**config.mk**
```make
export PLATFORM = sky130hd
export DESIGN_NAME = matmul_seq_flat
export DESIGN_NICKNAME = d
export VERILOG_FILES = /design/src/rtl/matmul_seq_if.sv /design/src/rtl/matmul_seq.sv /design/src/flat_wrapper.sv
export SDC_FILE = /design/constraint.sdc
export NUM_CORES = 1
export LEC_CHECK = 0
export CAP_MARGIN = 20
export CELL_PAD_IN_SITES_DETAIL_PLACEMENT = 1
export CELL_PAD_IN_SITES_GLOBAL_PLACEMENT = 2
export CORE_MARGIN = 4
export CORE_UTILIZATION = 42
export DETAILED_ROUTE_END_ITERATION = 7
export GPL_ROUTABILITY_DRIVEN = 0
export GPL_TIMING_DRIVEN = 0
export HOLD_SLACK_MARGIN = 0.05
export PLACE_DENSITY = 0.9
export SLEW_MARGIN = 10
export SYNTH_ARGS = -nofsm -noshare
export SYNTH_HDL_FRONTEND = slang
export SYNTH_SLANG_ARGS = --single-unit
```
**constraint.sdc**
```tcl
create_clock -name clk -period 9 [get_ports clk]
set_input_delay 1.8 -clock clk [delete_from_list [all_inputs] [get_ports clk]]
set_output_delay 1.8 -clock clk [all_outputs]
set_load 0.01 [all_outputs]
```
**src/rtl/matmul_seq_if.sv**
```systemverilog
// Handshake bundle for matmul_seq: X stream in, A ROM port, Y results out, status.
interface matmul_seq_if #(
   parameter int unsigned A_W = 14,
   parameter int unsigned X_W = 8
);
   localparam int unsigned Y_W = A_W + X_W + 2;

   logic           start;
   logic           aload_done;
   logic           x_valid;
   logic [X_W-1:0] x_data;
   logic           x_ready;
   logic [4:0]     rom_addr;
   logic [A_W-1:0] A_input;
   logic           y_valid;
   logic           y_ready;
   logic [Y_W-1:0] y_data;
   logic [2:0]     y_index;
   logic           busy;
   logic           done;

   modport master (
      output start, aload_done, x_valid, x_data, A_input, y_ready,
      input  x_ready, rom_addr, y_valid, y_data, y_index, busy, done
   );

   modport slave (
      input  start, aload_done, x_valid, x_data, A_input, y_ready,
      output x_ready, rom_addr, y_valid, y_data, y_index, busy, done
   );
endinterface

```
**src/rtl/matmul_seq.sv**
```systemverilog
// Sequential 8x4 matrix by 4-vector product; A streamed column-major from a
// synchronous ROM, one row result emitted per handshake.
module matmul_seq #(
   parameter int unsigned A_W = 14,
   parameter int unsigned X_W = 8
) (
   input logic          clk,
   input logic          rst,
   matmul_seq_if.slave  bus
);
   localparam int unsigned P_W = A_W + X_W;
   localparam int unsigned Y_W = A_W + X_W + 2;

   typedef enum logic [2:0] {IDLE, LOAD_X, ISSUE, DRAIN, OUT} state_t;

   state_t         state;
   logic [1:0]     x_cnt;
   logic [1:0]     j_cnt;
   logic [2:0]     row;
   logic [X_W-1:0] x_reg [4];
   logic [Y_W-1:0] acc;
   logic           mac_vld;
   logic [1:0]     mac_j;

   logic           x_ready_q;
   logic [4:0]     rom_addr_q;
   logic           y_valid_q;
   logic [Y_W-1:0] y_data_q;
   logic [2:0]     y_index_q;
   logic           busy_q;
   logic           done_q;

   logic [P_W-1:0] prod_c;
   logic [Y_W-1:0] acc_sum_c;

   // ROM data lags its address by one cycle; mac_j tracks which X it pairs with.
   assign prod_c    = P_W'(bus.A_input) * P_W'(x_reg[mac_j]);
   assign acc_sum_c = acc + Y_W'(prod_c);

   assign bus.x_ready  = x_ready_q;
   assign bus.rom_addr = rom_addr_q;
   assign bus.y_valid  = y_valid_q;
   assign bus.y_data   = y_data_q;
   assign bus.y_index  = y_index_q;
   assign bus.busy     = busy_q;
   assign bus.done     = done_q;

   always_ff @(posedge clk or negedge rst) begin
      if (!rst) begin
         state      <= IDLE;
         x_cnt      <= '0;
         j_cnt      <= '0;
         row        <= '0;
         for (int k = 0; k < 4; k++) x_reg[k] <= '0;
         acc        <= '0;
         mac_vld    <= 1'b0;
         mac_j      <= '0;
         x_ready_q  <= 1'b0;
         rom_addr_q <= '0;
         y_valid_q  <= 1'b0;
         y_data_q   <= '0;
         y_index_q  <= '0;
         busy_q     <= 1'b0;
         done_q     <= 1'b0;
      end else begin
         done_q  <= 1'b0;
         mac_vld <= 1'b0;
         mac_j   <= j_cnt;
         if (mac_vld) acc <= acc_sum_c;

         case (state)
            IDLE: begin
               if (bus.start && bus.aload_done) begin
                  state     <= LOAD_X;
                  x_ready_q <= 1'b1;
                  busy_q    <= 1'b1;
                  x_cnt     <= '0;
               end
            end
            LOAD_X: begin
               if (bus.x_valid && x_ready_q) begin
                  x_reg[x_cnt] <= bus.x_data;
                  x_cnt        <= x_cnt + 2'd1;
                  if (x_cnt == 2'd3) begin
                     state      <= ISSUE;
                     x_ready_q  <= 1'b0;
                     row        <= '0;
                     j_cnt      <= '0;
                     rom_addr_q <= '0;
                     acc        <= '0;
                  end
               end
            end
            // Address {j,i} equals j*8+i: column-major A layout.
            ISSUE: begin
               mac_vld <= 1'b1;
               j_cnt   <= j_cnt + 2'd1;
               if (j_cnt == 2'd3) begin
                  state      <= DRAIN;
                  rom_addr_q <= '0;
               end else begin
                  rom_addr_q <= {j_cnt + 2'd1, row};
               end
            end
            DRAIN: begin
               state     <= OUT;
               y_valid_q <= 1'b1;
               y_data_q  <= acc_sum_c;
               y_index_q <= row;
            end
            OUT: begin
               if (bus.y_ready) begin
                  y_valid_q <= 1'b0;
                  if (row == 3'd7) begin
                     state  <= IDLE;
                     busy_q <= 1'b0;
                     done_q <= 1'b1;
                  end else begin
                     state      <= ISSUE;
                     row        <= row + 3'd1;
                     j_cnt      <= '0;
                     rom_addr_q <= {2'b00, row + 3'd1};
                     acc        <= '0;
                  end
               end
            end
            default: state <= IDLE;
         endcase
      end
   end
endmodule
```
**src/flat_wrapper.sv**
```systemverilog
// flat-port wrapper written by rule: the top's interface ports become plain ports
module matmul_seq_flat 
#(
   parameter int unsigned A_W = 14,
   parameter int unsigned X_W = 8
)
  (clk, rst, bus_start, bus_aload_done, bus_x_valid, bus_x_data, bus_A_input, bus_y_ready, bus_x_ready, bus_rom_addr, bus_y_valid, bus_y_data, bus_y_index, bus_busy, bus_done);
  matmul_seq_if #(.A_W(A_W), .X_W(X_W)) bus_i ();
  input logic clk;
  input logic rst;
  input wire logic [$bits(bus_i.start)-1:0] bus_start;
  input wire logic [$bits(bus_i.aload_done)-1:0] bus_aload_done;
  input wire logic [$bits(bus_i.x_valid)-1:0] bus_x_valid;
  input wire logic [$bits(bus_i.x_data)-1:0] bus_x_data;
  input wire logic [$bits(bus_i.A_input)-1:0] bus_A_input;
  input wire logic [$bits(bus_i.y_ready)-1:0] bus_y_ready;
  output wire logic [$bits(bus_i.x_ready)-1:0] bus_x_ready;
  output wire logic [$bits(bus_i.rom_addr)-1:0] bus_rom_addr;
  output wire logic [$bits(bus_i.y_valid)-1:0] bus_y_valid;
  output wire logic [$bits(bus_i.y_data)-1:0] bus_y_data;
  output wire logic [$bits(bus_i.y_index)-1:0] bus_y_index;
  output wire logic [$bits(bus_i.busy)-1:0] bus_busy;
  output wire logic [$bits(bus_i.done)-1:0] bus_done;
  assign bus_i.start = bus_start;
  assign bus_i.aload_done = bus_aload_done;
  assign bus_i.x_valid = bus_x_valid;
  assign bus_i.x_data = bus_x_data;
  assign bus_i.A_input = bus_A_input;
  assign bus_i.y_ready = bus_y_ready;
  assign bus_x_ready = bus_i.x_ready;
  assign bus_rom_addr = bus_i.rom_addr;
  assign bus_y_valid = bus_i.y_valid;
  assign bus_y_data = bus_i.y_data;
  assign bus_y_index = bus_i.y_index;
  assign bus_busy = bus_i.busy;
  assign bus_done = bus_i.done;
  matmul_seq #(.A_W(A_W), .X_W(X_W)) u_core (.clk(clk), .rst(rst), .bus(bus_i));
endmodule
```
==> metrics <==
M3 GR Usage 3.23%; Setup crit start bus_A_input[4]; Largest delay share family, worst path adder cells; crit path max fanout 8; fin crit period 6.77 ns; Slew @ Worst Pin 0.756 ns; Root Buffer clkbuf_16; top area cells in the synthesized netlist dfrtp_1 30%, fa_1 21%, ha_1 7.5%; kind of critical path in2reg; status complete, no violations; HPWL after DPL 19,700 um; endpoints failing hold 0; syn_nets 1,089; post-synthesis sequential area ratio 29.5%; Crit path largest cell delay 0.71 ns; Crit path required time 9.21 ns; vias 6,643; vias in the first global route 7,518; postcts setup bufs 0; final setup violation count 0; hold_ws 0.462 ns; Hold Path Class reg2reg; max cap viols 0; area of the core 20,600 um2; EDFF count, synth 0; Filler cells 2,376; DRT Wirelength 24,300 um; post-cts sizing count 0; Starting Density 43.3%; synth cell count leaders 148 x inv_1, 118 x nand2_1, 105 x dfrtp_1; Clk pin slew, worst setup/hold paths 0.08 ns; Skew-Pair Late Insertion Delay 0.36 ns; r2r setup slk 2.84 ns; Crit Reg-Reg Startpoint u_core.mac_j[1]$_DFF_PN0_; Yosys top cell by area dfrtp_1; Async SR Flop Fraction 100%; critical path depth 16; FF+latch count, synth 105; Die W 154 um; Slowest-stage cell, CP clkdlybuf4s50_1; WP data arrival 6.99 ns; Final Max Slew Viols 0; RSZ-0062 raised after global routing no; reg-to-reg endpoint u_core.acc[11]$_DFF_PN0_; Final nets 1,164; gr busiest metal met2; Synth cell types 59; Critical Path End u_core.acc[11]$_DFF_PN0_; worst path buffer plus inverter count 4; CTS tree done; most frequent cell after synthesis inv_1; met1 Use GR 30.6%; port bufs 63; first-pass GRT wire length 40,700 um; CTS buffer count 9; crit-path cells clkdlybuf4s50_1, nand2_1, fa_1, fa_1, inv_1, fa_1, inv_1, fa_1, inv_1, ha_1, a21o_1, and2_1, o31ai_1, a21boi_0, or3_1, o311ai_0; initial antenna violation count 0; initial DRC count 289; die area 23,600 um2; Mapped Area 8900 um2; layout cells sized above 1 8.23%; largest net degree at the start of global routing 89; Syn-to-layout area delta 14.5%; crit share post-route 75.3%; met2 Resource Use GR 35.1%; crit path launch type input pin; antenna-violating nets left 0; CP dominant cell by count fa_1; worst-case clock buffer depth 2; Reg2Reg Depth 18; die height 154 um; Sink Count 105; H-tree lvl count 3; Total GRT Usage 21.4%; top cell type's share of synthesized area 29.5%; Max-slew headroom 49.6%; Avg WL per Cell 19.2 um; grt total ovfl 0; max reg flops 32; Setup TNS Final 0 ns; critical path endpoint category register; worst clock skew 0.0154 ns; Syn Area/Cell 9.72 um2; router iterations before antenna repair 4; vias per inst 5.25; ant diodes 0; Mapped Cells 916; hold_buf cts 0; num ports 64; Max Fclk 148 MHz; Residual DRC 0; Synth warnings 0; dominant synthesized flop cell dfrtp_1; # rows 52
[how the worst min path moves through the flow]
stage	endpoint	startpoint	slack, ns	cells after the start
floorplan	u_core.mac_j[1]$_DFF_PN0_	u_core.j_cnt[1]$_DFFE_PN0P_	0.38	0
global placement	u_core.mac_j[1]$_DFF_PN0_	u_core.j_cnt[1]$_DFFE_PN0P_	0.43	0
detailed placement	u_core.mac_j[1]$_DFF_PN0_	u_core.j_cnt[1]$_DFFE_PN0P_	0.43	0
CTS	u_core.mac_j[1]$_DFF_PN0_	u_core.j_cnt[1]$_DFFE_PN0P_	0.45	0
global route	u_core.mac_j[1]$_DFF_PN0_	u_core.j_cnt[1]$_DFFE_PN0P_	0.50	0
finish	u_core.mac_j[1]$_DFF_PN0_	u_core.j_cnt[1]$_DFFE_PN0P_	0.46	0
[layout by cell type, fill, tap and decap left out, types with 12 or more instances in the layout]
cell type	instances
a21oi_1	24
and2_1	75
clkbuf_1	19
clkdlybuf4s50_1	62
dfrtp_1	105
fa_1	92
ha_1	53
inv_1	148
mux2_2	37
mux2i_1	12
nand2_1	118
nand3_1	28
nor2_1	31
nor3_1	12
o21ai_0	23
[cell families after synthesis]
group | share of synthesized area [%]
buffers and inverters | 7.83
AOI/OAI and AO/OA | 8.29
and+or+nand+nor | 17.5
muxes | 8.05
xor gates and xnor gates | 0.689
DFF | 29.5
adders and majority gates | 28.1
[metrics by stage]
step / utilization, % / cells / area (um2) / setup WS (ns)
final: 49.6 / 1266 / 10200 / 2.23
after global routing: 49.6 / 1266 / 10200 / 2.07
after CTS: 49.6 / 1266 / 10200 / 2.32
after detailed placement: 48.1 / 1250 / 9900 / 1.99
after global placement: 48.0 / 1249 / 9870 / 2.01
after floorplan: - / 916 / 8900 / 3.28
[area by class of cell]
cell class | instances | area [um2] | share of cell area (%)
Buffer | 33 | 141 | 1.39
Clock buffer | 10 | 229 | 2.25
Sequential cell | 105 | 2630 | 25.8
Tap cell | 270 | 338 | 3.32
Multi-Input combinational cell | 630 | 5580 | 54.7
Inverter | 148 | 556 | 5.45
Clock inverter | 6 | 61.3 | 0.602
Timing Repair Buffer | 64 | 659 | 6.47
[routing by layer]
metal | vias to the layer above | part of all wire (%)
met3 | 15 | 3.2
met1 | 3393 | 48
met5 | - | 0
met4 | 0 | 1.1
li1 | 3136 | -
met2 | 99 | 48
Power is left out: the tool's default activity adds up to more than one toggle a clock period on the data nets, which glitch-free logic cannot reach.
